$ cat src/rtl/fc_argmax.sv
// Sequential argmax over the FC layer's signed class scores, one compare per cycle.
// Define FC_ARGMAX_SCORE_EN to also export the winning score on class_score.
module fc_argmax #(
  parameter int N_CLASS = 10,
  parameter int SCORE_W = 17,
  parameter int IDX_W   = 4
) (
  input  logic                       clk,
  input  logic                       rst_n,
  input  logic                       fc_valid,
  output logic                       fc_ready,
  input  logic [N_CLASS*SCORE_W-1:0] fc_scores,
  output logic                       class_out_valid,
  input  logic                       class_out_ready,
  output logic [IDX_W-1:0]           class_out,
  output logic                       busy
`ifdef FC_ARGMAX_SCORE_EN
  ,
  output logic signed [SCORE_W-1:0]  class_score
`endif
);

  typedef enum logic [1:0] {
    IDLE = 2'd0,
    SCAN = 2'd1,
    HOLD = 2'd2
  } state_t;

  state_t                    state_r;
  logic signed [SCORE_W-1:0] bank_r [N_CLASS];
  logic signed [SCORE_W-1:0] max_r;
  logic [IDX_W-1:0]          idx_r;
  logic [IDX_W-1:0]          k_r;

  logic                      last_s;
  logic                      gt_s;
  logic signed [SCORE_W-1:0] next_max_s;
  logic [IDX_W-1:0]          next_idx_s;

  assign last_s = (k_r == IDX_W'(N_CLASS - 1));

  // Strict signed compare of the current bank entry against the running max.
  always_comb begin
    gt_s       = 1'b0;
    next_max_s = max_r;
    next_idx_s = idx_r;
    if (state_r == SCAN) begin
      gt_s = (bank_r[k_r] > max_r);
      if (gt_s) begin
        next_max_s = bank_r[k_r];
        next_idx_s = k_r;
      end else begin
        next_max_s = max_r;
        next_idx_s = idx_r;
      end
    end else begin
      gt_s = 1'b0;
    end
  end

  // Control FSM, score bank and all registered outputs.
  always_ff @(posedge clk or negedge rst_n) begin
    if (!rst_n) begin
      state_r         <= IDLE;
      fc_ready        <= 1'b1;
      class_out_valid <= 1'b0;
      class_out       <= '0;
      busy            <= 1'b0;
      max_r           <= '0;
      idx_r           <= '0;
      k_r             <= '0;
      for (int i = 0; i < N_CLASS; i++) bank_r[i] <= '0;
`ifdef FC_ARGMAX_SCORE_EN
      class_score     <= '0;
`endif
    end else begin
      case (state_r)
        IDLE: begin
          if (fc_valid) begin
            for (int i = 0; i < N_CLASS; i++) bank_r[i] <= fc_scores[i*SCORE_W +: SCORE_W];
            max_r    <= fc_scores[SCORE_W-1:0];
            idx_r    <= '0;
            fc_ready <= 1'b0;
            busy     <= 1'b1;
            if (N_CLASS == 1) begin
              // Single class: the only score is trivially the winner.
              state_r         <= HOLD;
              class_out_valid <= 1'b1;
              class_out       <= '0;
`ifdef FC_ARGMAX_SCORE_EN
              class_score     <= fc_scores[SCORE_W-1:0];
`endif
            end else begin
              state_r <= SCAN;
              k_r     <= IDX_W'(1);
            end
          end
        end
        SCAN: begin
          max_r <= next_max_s;
          idx_r <= next_idx_s;
          if (last_s) begin
            state_r         <= HOLD;
            class_out_valid <= 1'b1;
            class_out       <= next_idx_s;
`ifdef FC_ARGMAX_SCORE_EN
            class_score     <= next_max_s;
`endif
          end else begin
            k_r <= k_r + IDX_W'(1);
          end
        end
        HOLD: begin
          if (class_out_ready) begin
            state_r         <= IDLE;
            class_out_valid <= 1'b0;
            fc_ready        <= 1'b1;
            busy            <= 1'b0;
          end
        end
        default: begin
          state_r         <= IDLE;
          fc_ready        <= 1'b1;
          class_out_valid <= 1'b0;
          busy            <= 1'b0;
        end
      endcase
    end
  end

endmodule

$ cat config.mk
export PLATFORM = sky130hd
export DESIGN_NAME = fc_argmax
export DESIGN_NICKNAME = d
export VERILOG_FILES = /design/src/rtl/fc_argmax.sv
export SDC_FILE = /design/constraint.sdc
export NUM_CORES = 1
export LEC_CHECK = 0
export ABC_CLOCK_PERIOD_IN_PS = 4000
export BUFFER_PORTS_ARGS = -buffer_cell sky130_fd_sc_hd__buf_2
export CORE_AREA = 4 4 152 154
export DETAILED_ROUTE_END_ITERATION = 16
export DIE_AREA = 0 0 156 158
export PLACE_DENSITY = 0.64
export SYNTH_ARGS = -nofsm -noshare
export SYNTH_HDL_FRONTEND = slang
export SYNTH_SLANG_ARGS = --single-unit
$ cat constraint.sdc
create_clock -name clk -period 4 [get_ports clk]
set_input_delay 0.4 -clock clk [delete_from_list [all_inputs] [get_ports clk]]
set_output_delay 0.4 -clock clk [all_outputs]
set_load 0.03 [all_outputs]
==> run summary, run 1 <==
CP Data Required Time = 4.39 ns
Vias per cell = 5.08
CTS tree = done
Initial DRC Count = 510
Final period util = 0.934
Max-Cap Viols = 0
Final setup TNS = 0 ns
Largest cells by area after synthesis = dfrtp_1, nand2_1, mux4_2, ha_1, clkbuf_1
Max clock buf depth = 3
Worst slew pin tran = 1.04 ns
Area leader, netlist = dfrtp_1
WS Path Type = flop to flop
Post-Syn Instances = 1023
Die height = 158 µm
Top cell by count, worst path = a21oi_1
Final setup fails = 0
Initial Utilization = 0.444
Number of flops mapped to enable cells by yosys = 0
Min Clock Period, post-route = 3.74 ns
IO buf count = 180
Yosys cell types = 47
Slew headroom = 0.304
Hold Path Class = input port to asynchronous set/reset pin
Crit end category = flop
DRT Pass-1 Iters = 5
First-pass GRT wire length = 40400 µm
Power per cell area = 909 mW/mm²
Synth top area share = 0.528
Largest net degree at the start of global routing = 112
Slowest CP cell = mux4_2
Layout cells sized above 1 = 0.238
Total wire length = 25500 µm
IR drop worst, VDD = 0.411 mV
Seq cells post-synth = 204
Crit path max-delay family = compound AO/OA/AOI/OAI gates
Clk Latency, worst-skew pair = 0.52 ns
CTS clock-pin slew for the worst setup and hold paths = 0.06 ns
Die Span X = 156 µm
Min Hold Slack = -0.0128 ns
Post_cts resized = 0
Yosys synthesis warning count = 0
Status = complete, but fails checks
TritonCTS Buffers = 23
FP Rows = 54
Synth Cell Area = 0.00963 mm²
Leak Pwr = 6.14 nW
Initial antenna violation count = 0
CTS sink count = 204
Final RePlAce weighted congestion = 0.858
Mean Syn Cell Area = 9.41 µm²
Drt wl/cell = 17.2 µm
Register area share after synthesis = 0.530
Final #Nets = 1378
Crit-path max FO = 32
Vias = 7534
Failing checks = negative hold slack
Syn_nets = 1216
CP cell instances = buf_12 > mux4_2 > a21oi_1 > o21ai_0 > ha_1 > a21oi_1 > o21ai_1 > a2111oi_2 > o22a_2 > a21oi_2 > buf_4 > a221o_1
Clk_skew = 0.0226 ns
Final Max Slew Viols = 0
Async SR Flop Fraction = 1.00
Ant diodes = 0
Root Driver = clkbuf_16
Top-count cell post-synth = nand2_1
RSZ-0062 raised after global routing = false
CP startpoint kind = flop
Die ar. = 0.0246 mm²
Total global routing overflow = 0
H-Tree Depth = 1
Crit path arrival time = 4.12 ns
CTS Hold Buffers Added = 0
Final hold viol count = 4
Post-synth top cells = nand2_1, dfrtp_1, clkbuf_1
Area grow syn2layout = 20.7%
DRC = 0
DRT antenna net count = 0
Ys flop type = dfrtp_1
Fmax achieved = 268 MHz
Vias in the first global route = 7510
Crit path buf inv count = 2
I/O pins = 181
Hpwl dp = 18100 µm
Slowest stage delay, CP = 0.53 ns
CORE AREA = 0.0217 mm²
Gr usage total = 0.206
registers in the layout (all words and copies together), names as in the netlist:
signal / count
bank_r: 170
max_r: 17
class_out: 4
idx_r: 4
k_r: 4
state_r: 2
busy: 1
class_out_valid: 1
fc_ready: 1
placed cells by master (no fill, tap or decap), drive strengths merged, types with 17 or more instances in the layout:
master    n
a21o     19
a21oi    27
a221o    17
and2     21
buf     198
clkbuf   34
dfrtp   203
ha       19
inv      27
mux2i    17
mux4     34
nand2   465
nand3    23
nor2     29
o21ai    25
routing by layer:
| layer | part of all wire | global-route usage | vias up |
|---|---|---|---|
| met1 | 0.46 | 0.308 | 3607 |
| met3 | 0.063 | 0.0385 | 36 |
| met5 | 0 | 0 | - |
| met4 | 0.021 | 0.0471 | 0 |
| li1 | - | - | 3678 |
| met2 | 0.46 | 0.313 | 213 |
what timing repair did:
action | 4_1_cts | 5_1_grt
endpoints found under the hold margin | 0 | 0
setup endpoints to repair | 0 | 17
buffers inserted | 0 | 2
cell families after synthesis:
kind of cell             after synthesis  share of synthesized area
AO/OA/AOI/OAI                        104                     0.0771
XOR/XNOR                               2                    0.00182
adder cells (fa/ha/maj)               19                     0.0247
buffers and inverters                 89                     0.0387
flip-flops                           204                      0.530
multiplexers                          51                     0.0972
AND/OR/NAND/NOR                      554                      0.230
stage by stage:
stage	instance area (µm²)	instances	worst slack, ns	power (mW)	utilization
5_1_grt	11600	1482	0.0279	11.4	0.536
3_5_place_dp	10800	1438	0.212	8.35	0.499
6_report	11600	1482	0.265	10.6	0.536
3_3_place_gp	10800	1438	0.303	8.23	0.499
2_1_floorplan	9630	1023	0.540	7.06	-
4_1_cts	11600	1480	0.209	10.5	0.535
layout make-up:
cell class / instances / area [µm²]
clock buffer: 33 / 663
clock inverter: 9 / 104
fill: 1978 / 10100
inverter: 27 / 101
multi-input combinational: 730 / 4160
sequential: 204 / 5110
tap: 280 / 350
timing repair buffer: 199 / 1130
worst reg2reg max path: stages, from the launching register on:
cell and delay [ns]:
dfrtp_4 0.48, buf_12 0.26, mux4_2 0.56, a21oi_1 0.18
o21ai_0 0.13, ha_1 0.33, a21oi_1 0.15, o21ai_1 0.10
a2111oi_2 0.49, o22a_2 0.29, a21oi_2 0.08, buf_4 0.20
a221o_1 0.36
report_power, final:
group	leakage, nW	total [mW]	switching (mW)	internal, mW
registers	2.53	3.63	0.585	3.05
logic	3.23	4.81	2.66	2.15
clock network	0.374	2.13	0.843	1.28
worst paths after layout:
check | from | endpoint | slack, ns | cells past startpoint
worst max-delay path | k_r[0]$_DFFE_PN0P_ | max_r[14]$_DFFE_PN0P_ | 0.26 | 12
worst min-delay path | rst_n | bank_r[75]$_DFFE_PN0P_ | -0.01 | 1
worst max register to register | k_r[0]$_DFFE_PN0P_ | max_r[14]$_DFFE_PN0P_ | 0.26 | 12
worst min register to register | bank_r[122]$_DFFE_PN0P_ | bank_r[122]$_DFFE_PN0P_ | 0.47 | 2
max in group asynchronous | rst_n | fc_ready$_DFFE_PN1P_ | 2.91 | 2
min in group clk | fc_scores[94] | bank_r[77]$_DFFE_PN0P_ | 0.07 | 3
No activity file was read; power rests on OpenSTA's default activity.
==> run 2: changes to the inputs <==
--- a/config.mk
+++ b/config.mk
@@ -7,10 +7,10 @@
 export LEC_CHECK = 0
 export ABC_CLOCK_PERIOD_IN_PS = 4000
 export BUFFER_PORTS_ARGS = -buffer_cell sky130_fd_sc_hd__buf_2
-export CORE_AREA = 4 4 152 154
+export CORE_AREA = 4 4 116 163
 export DETAILED_ROUTE_END_ITERATION = 16
-export DIE_AREA = 0 0 156 158
-export PLACE_DENSITY = 0.64
+export DIE_AREA = 0 0 120 167
+export PLACE_DENSITY = 0.77
 export SYNTH_ARGS = -nofsm -noshare
 export SYNTH_HDL_FRONTEND = slang
 export SYNTH_SLANG_ARGS = --single-unit
==> run summary, run 2 (synthesis gave the netlist of run 1 again) <==
Crit path buf inv count = 2 (unchanged)
Pre-CTS WS = 0.243 ns (+0.0309 ns)
CTS tree = done
Sw frac = 0.380 (-0.00672)
Final #Nets = 1373 (-0.36%)
Biggest registers after layout = bank_r x170, max_r x17
Number of flip-flops in the largest register = 170 (unchanged)
Clk_skew = 0.00948 ns (-0.0131 ns)
Slowest stage delay, CP = 0.60 ns (+0.07 ns)
I/O pins = 181 (unchanged)
Die Span X = 120 µm (-23%)
Drt wl/cell = 16.8 µm (-2.3%)
Total global routing overflow = 0 (unchanged)
Final RePlAce weighted congestion = 0.866 (+1.0%)
Non-filler cells, final = 1430 (-3.5%)
Root Driver = clkbuf_16
Grt peak-use layer = met2
Commonest non-fill, non-tap cell in the layout = nand2_1
Sw Pwr = 3.95 mW (-3.2%)
Final hold viol count = 0 (-4)
Hold_sp = fc_scores[91]
Power per cell area = 903 mW/mm² (-0.66%)
Clk Latency, worst-skew pair = 0.49 ns (-0.03 ns)
DRC = 0 (unchanged)
Final Max Slew Viols = 0 (unchanged)
Min Clock Period, post-route = 3.72 ns (-0.0150 ns)
Crit path arrival time = 4.08 ns (-0.04 ns)
Initial antenna violation count = 0 (unchanged)
Reg-to-reg startpoint = k_r[0]$_DFFE_PN0P_
CTS sink count = 204 (unchanged)
Reg2reg setup slack = 0.28 ns (about the same)
Die ar. = 0.0200 mm² (-19%)
Hold EP = bank_r[74]$_DFFE_PN0P_
Initial DRC Count = 586 (+15%)
Vias = 7688 (+2.0%)
R2r endpoint = max_r[7]$_DFFE_PN0P_
CP Data Required Time = 4.36 ns (-0.03 ns)
IO buf count = 180 (unchanged)
Min Hold Slack = 0.0954 ns (+0.108 ns)
H-Tree Depth = 1 (unchanged)
TritonCTS Buffers = 20 (-13%)
Worst hold stages = 3
First-pass GRT wire length = 39700 µm (-1.8%)
Gr usage total = 0.243 (+0.0378)
IR drop worst, VDD = 0.503 mV (+22%)
CORE AREA = 0.0173 mm² (-20%)
Initial Utilization = 0.556 (+0.112)
CP startpoint kind = flop
Die height = 167 µm (+5.7%)
Leak Pwr = 6.11 nW (-0.45%)
CTS clock-pin slew for the worst setup and hold paths = 0.06 ns (about the same)
Crit-path max FO = 14 (-56%)
Ant diodes = 0 (unchanged)
Final setup TNS = 0 ns (unchanged)
Worst setup margin = 0.280 ns (+0.0150 ns)
Clk pwr share = 0.198 (-0.003)
Final Power = 10.4 mW (-1.5%)
WS Path Type = flop to flop
Largest net degree at the start of global routing = 121 (+8.0%)
FP Rows = 57 (+5.6%)
Placed cell area = 0.0108 mm² (-0.53%)
RSZ-0062 raised after global routing = false
Reg with most FFs = bank_r
Placed insts = 1392 (-3.2%)
Area grow syn2layout = 19.6%
Crit end category = flop
Reg area = 0.00511 mm² (unchanged)
Filler Cell Count = 1372 (-31%)
Final setup fails = 0 (unchanged)
Logic pwr share = 0.452 (-0.003)
Hpwl dp = 16700 µm (-7.7%)
Grt met3 use = 0.0288 (-0.00971)
Max clock buf depth = 3 (unchanged)
Global-route track usage on met1 = 0.331 (+0.0230)
Seq pwr share = 0.350 (+0.006)
Max-Cap Viols = 0 (unchanged)
Vias per cell = 5.38 (+5.8%)
Commonest non-fill, non-tap cells in the layout = nand2_1, dfrtp_1, buf_2
Final period util = 0.930 (-0.00374)
Crit path max-delay family = compound AO/OA/AOI/OAI gates
Vias in the first global route = 7988 (+6.4%)
WP depth = 12 (unchanged)
Fmax achieved = 269 MHz (+0.40%)
Multi-input logic area = 0.00416 mm² (unchanged)
Slowest CP cell = dfrtp_4
Hold Path Class = input port to flop
Worst r2r path cells = 12 (unchanged)
Final Instance Area = 0.0115 mm² (-0.88%)
Status = finished, final reports clean
Total wire length = 24100 µm (-5.7%)
Internal power = 6.45 mW (-0.46%)
Layout cells sized above 1 = 0.231 (-0.00678)
Util after Layout = 0.665 (+0.129)
GR Layer Usage met2 = 0.409 (+0.0954)
Worst slew pin tran = 0.916 ns (-0.128 ns)
CP cell instances = buf_12 > mux4_2 > a21oi_1 > o21ai_0 > ha_1 > nand4_1 > or3_4 > o31ai_4 > o22a_2 > a21oi_2 > buf_4 > a221o_1
Slew headroom = 0.390 (+0.0855)
DRT antenna net count = 0 (unchanged)
DRT Pass-1 Iters = 5 (unchanged)
==> run 2: cell types whose count changed in the layout (fill, tap and decap cells not counted), moves of 2 or more <==
cell,delta
buf_4,-4
bufinv_16,+2
clkbuf_16,-2
clkbuf_8,-2
clkinv_2,-2
clkinvlp_4,-2
==> run 2: how the worst max path moves through the flow <==
stage | start | endpoint
3_3_place_gp | k_r[0]$_DFFE_PN0P_ | max_r[3]$_DFFE_PN0P_
3_5_place_dp | k_r[0]$_DFFE_PN0P_ | max_r[10]$_DFFE_PN0P_
5_1_grt | k_r[0]$_DFFE_PN0P_ | max_r[7]$_DFFE_PN0P_
4_1_cts | k_r[0]$_DFFE_PN0P_ | max_r[7]$_DFFE_PN0P_
2_1_floorplan | k_r[0]$_DFFE_PN0P_ | max_r[10]$_DFFE_PN0P_
6_report | k_r[0]$_DFFE_PN0P_ | max_r[7]$_DFFE_PN0P_
==> run 2: repair_timing <==
item	4_1_cts	5_1_grt
endpoints found under the hold margin	29	0
setup endpoints to repair	0	17
resized for setup	0	0
hold buffers	1	0
setup buffers	0	1
==> run 2: worst reg2reg max path, cell delays in order, from the launching register on <==
cell and delay (ns):
dfrtp_4 0.60, buf_12 0.21, mux4_2 0.51, a21oi_1 0.14
o21ai_0 0.16, ha_1 0.38, nand4_1 0.11, or3_4 0.40
o31ai_4 0.21, o22a_2 0.23, a21oi_2 0.07, buf_4 0.19
a221o_1 0.39
==> run 2: layer usage <==
metal / wire, µm / part of all wire / vias up
li1: - / - / 3673
met1: 10000 / 0.42 / 3715
met2: 12100 / 0.50 / 251
met3: 1250 / 0.052 / 49
met4: 686 / 0.029 / 0
met5: 0 / 0 / -
==> run 2: cell type report <==
| cell class | instances | area share |
|---|---|---|
| well taps | 236 | 0.0256 |
| multi-input cells | 730 | 0.362 |
| inverters | 27 | 0.00880 |
| clock inverters | 6 | 0.0113 |
| flip-flops and latches | 204 | 0.444 |
| repair buffers | 197 | 0.0979 |
| clock buffers | 30 | 0.0512 |
==> run 2: power groups by stage <==
stage / Combinational [mW] / Clock [mW] / Sequential (mW)
6_report: 4.70 / 2.06 / 3.65
3_5_place_dp: 4.58 / 0 / 3.66
4_1_cts: 4.62 / 2.09 / 3.65
5_1_grt: 5.25 / 2.16 / 3.76
2_1_floorplan: 3.59 / 0 / 3.47
3_3_place_gp: 4.41 / 0 / 3.62
==> run 3: changes to the inputs <==
--- a/config.mk
+++ b/config.mk
@@ -7,10 +7,11 @@
 export LEC_CHECK = 0
 export ABC_CLOCK_PERIOD_IN_PS = 4000
 export BUFFER_PORTS_ARGS = -buffer_cell sky130_fd_sc_hd__buf_2
-export CORE_AREA = 4 4 116 163
+export CORE_AREA = 4 4 157 219
+export CTS_CLUSTER_DIAMETER = 120
 export DETAILED_ROUTE_END_ITERATION = 16
-export DIE_AREA = 0 0 120 167
-export PLACE_DENSITY = 0.77
+export DIE_AREA = 0 0 161 223
+export PLACE_DENSITY = 0.46
 export SYNTH_ARGS = -nofsm -noshare
 export SYNTH_HDL_FRONTEND = slang
 export SYNTH_SLANG_ARGS = --single-unit
==> run summary, run 3 (synthesis gave the netlist of run 1 again) <==
Power per cell area = 891 mW/mm² (-1.4%)
DRC = 0 (unchanged)
Worst r2r path cells = 12 (unchanged)
Internal power = 6.47 mW (+0.19%)
CP cell instances = buf_4 > mux4_2 > nand3_1 > o21ai_0 > ha_1 > a21oi_1 > o21ai_1 > a2111oi_2 > o22a_2 > a21oi_2 > buf_4 > a221o_1
Total global routing overflow = 0 (unchanged)
CTS clock-pin slew for the worst setup and hold paths = 0.06 ns (about the same)
Reg area = 0.00511 mm² (unchanged)
Die Span X = 161 µm (+34%)
Placed insts = 1598 (+15%)
RSZ-0062 raised after global routing = false
R2r endpoint = max_r[13]$_DFFE_PN0P_
Logic pwr share = 0.450 (-0.002)
Initial antenna violation count = 0 (unchanged)
Sw Pwr = 4.09 mW (+3.3%)
Drt wl/cell = 17.0 µm (+1.2%)
Crit path buf inv count = 2 (unchanged)
Die height = 223 µm (+34%)
Biggest registers after layout = bank_r x170, max_r x17
Max clock buf depth = 3 (unchanged)
Vias = 7549 (-1.8%)
DRT antenna net count = 0 (unchanged)
Final Max Slew Viols = 0 (unchanged)
Final RePlAce weighted congestion = 0.762 (-12%)
CTS sink count = 204 (unchanged)
Final period util = 0.924 (-0.00616)
Ant diodes = 0 (unchanged)
Root Driver = clkbuf_16
Reg-to-reg startpoint = k_r[0]$_DFFE_PN0P_
Clk_skew = 0.0232 ns (+0.0137 ns)
Crit path arrival time = 4.10 ns (+0.02 ns)
Clk pwr share = 0.207 (+0.009)
Slowest CP cell = mux4_2
CP Data Required Time = 4.40 ns (+0.04 ns)
Slew headroom = 0.278 (-0.111)
Sw frac = 0.387 (+0.00732)
Layout cells sized above 1 = 0.239 (+0.00781)
Max-Cap Viols = 0 (unchanged)
IR drop worst, VDD = 0.432 mV (-14%)
Top cell by count, worst path = buf_4
Pre-CTS WS = 0.270 ns (+0.0270 ns)
Final setup fails = 0 (unchanged)
Vias per cell = 4.60 (-14%)
Worst setup margin = 0.305 ns (+0.0246 ns)
CORE AREA = 0.0324 mm² (+87%)
Crit-path max FO = 14 (unchanged)
Reg2reg setup slack = 0.30 ns (+0.02 ns)
Slowest stage delay, CP = 0.56 ns (-0.04 ns)
Area grow syn2layout = 23.0%
Non-filler cells, final = 1641 (+15%)
Reg with most FFs = bank_r
First-pass GRT wire length = 44400 µm (+12%)
Final Power = 10.6 mW (+1.4%)
Number of flip-flops in the largest register = 170 (unchanged)
Final setup TNS = 0 ns (unchanged)
H-Tree Depth = 1 (unchanged)
CP startpoint kind = flop
I/O pins = 181 (unchanged)
Commonest non-fill, non-tap cells in the layout = nand2_1, dfrtp_1, buf_2
Multi-input logic area = 0.00416 mm² (unchanged)
Die ar. = 0.0359 mm² (+79%)
FP Rows = 78 (+37%)
WS Path Type = flop to flop
Total wire length = 27900 µm (+16%)
Seq pwr share = 0.344 (-0.006)
DRT Pass-1 Iters = 5 (unchanged)
Clk Latency, worst-skew pair = 0.53 ns (+0.04 ns)
Crit path max-delay family = compound AO/OA/AOI/OAI gates
Largest net degree at the start of global routing = 145 (+20%)
IO buf count = 180 (unchanged)
CTS tree = done
Gr usage total = 0.154 (-0.0889)
CTS Hold Buffers Added = 0 (-1)
Commonest non-fill, non-tap cell in the layout = nand2_1
Fmax achieved = 271 MHz (+0.67%)
Final #Nets = 1378 (+0.36%)
Worst slew pin tran = 1.08 ns (+0.167 ns)
Hold Path Class = input port to asynchronous set/reset pin
Leak Pwr = 6.15 nW (+0.69%)
Hpwl dp = 19700 µm (+18%)
Crit end category = flop
Min Clock Period, post-route = 3.70 ns (-0.0246 ns)
TritonCTS Buffers = 24 (+20%)
Initial Utilization = 0.297 (-0.258)
Final hold viol count = 0 (unchanged)
Vias in the first global route = 7944 (-0.55%)
Initial DRC Count = 401 (-32%)
Filler Cell Count = 3397 (+150%)
Status = finished, final reports clean
run 3: cell count changes in the layout (fill, tap and decap cells not counted), sizes merged:
cell,before,now
clkinv,3,7
bufinv,4,1
clkbuf,31,34
buf,195,197
clkinvlp,0,1
dlygate4sd3,1,0
inv,26,27
run 3: how the worst max path moves through the flow:
stage          cells past startpoint                    end          startpoint
6_report                          12  max_r[13]$_DFFE_PN0P_  k_r[0]$_DFFE_PN0P_
5_1_grt                           12   max_r[7]$_DFFE_PN0P_  k_r[0]$_DFFE_PN0P_
4_1_cts                           11  max_r[13]$_DFFE_PN0P_  k_r[0]$_DFFE_PN0P_
3_3_place_gp                      11  max_r[14]$_DFFE_PN0P_  k_r[0]$_DFFE_PN0P_
3_5_place_dp                      11   max_r[3]$_DFFE_PN0P_  k_r[0]$_DFFE_PN0P_
2_1_floorplan                     13  max_r[10]$_DFFE_PN0P_  k_r[0]$_DFFE_PN0P_
run 3: metrics by stage:
| stage | instance area, µm² | util | hold WS [ns] |
|---|---|---|---|
| 2_1_floorplan | 9630 | - | 0.104 |
| 3_3_place_gp | 11000 | 0.341 | 0.452 |
| 3_5_place_dp | 11000 | 0.341 | 0.457 |
| 4_1_cts | 11800 | 0.365 | 0.0419 |
| 5_1_grt | 11800 | 0.365 | 0.0593 |
| 6_report | 11800 | 0.365 | 0.00484 |
run 3: metal layers:
metal | vias up | global-route usage | share of wire | wire (µm)
li1 | 3677 | - | - | -
met1 | 3641 | 0.212 | 0.46 | 12800
met2 | 197 | 0.256 | 0.48 | 13300
met3 | 34 | 0.0216 | 0.045 | 1250
met4 | 0 | 0.0438 | 0.022 | 612
met5 | - | 0 | 0 | 0
run 3: power groups by stage:
stage          clock network [mW]  logic (mW)  registers (mW)
6_report                     2.18        4.75            3.62
5_1_grt                      2.33        5.32            3.74
4_1_cts                      2.25        4.73            3.63
3_5_place_dp                    0        4.72            3.66
3_3_place_gp                    0        4.61            3.68
2_1_floorplan                   0        3.59            3.47
run 3: layout make-up:
| cell class | count | share of cell area |
|---|---|---|
| clock buffer | 33 | 0.0596 |
| inverter | 27 | 0.00856 |
| multi-input combinational | 730 | 0.352 |
| timing repair buffer | 198 | 0.0956 |
| clock inverter | 9 | 0.00645 |
| tap | 440 | 0.0465 |
| sequential | 204 | 0.432 |
run 3: what timing repair did:
| item | in CTS | in global routing |
|---|---|---|
| setup buffers | 0 | 1 |
| resized for setup | 0 | 0 |
| endpoints found under the setup margin | 0 | 17 |
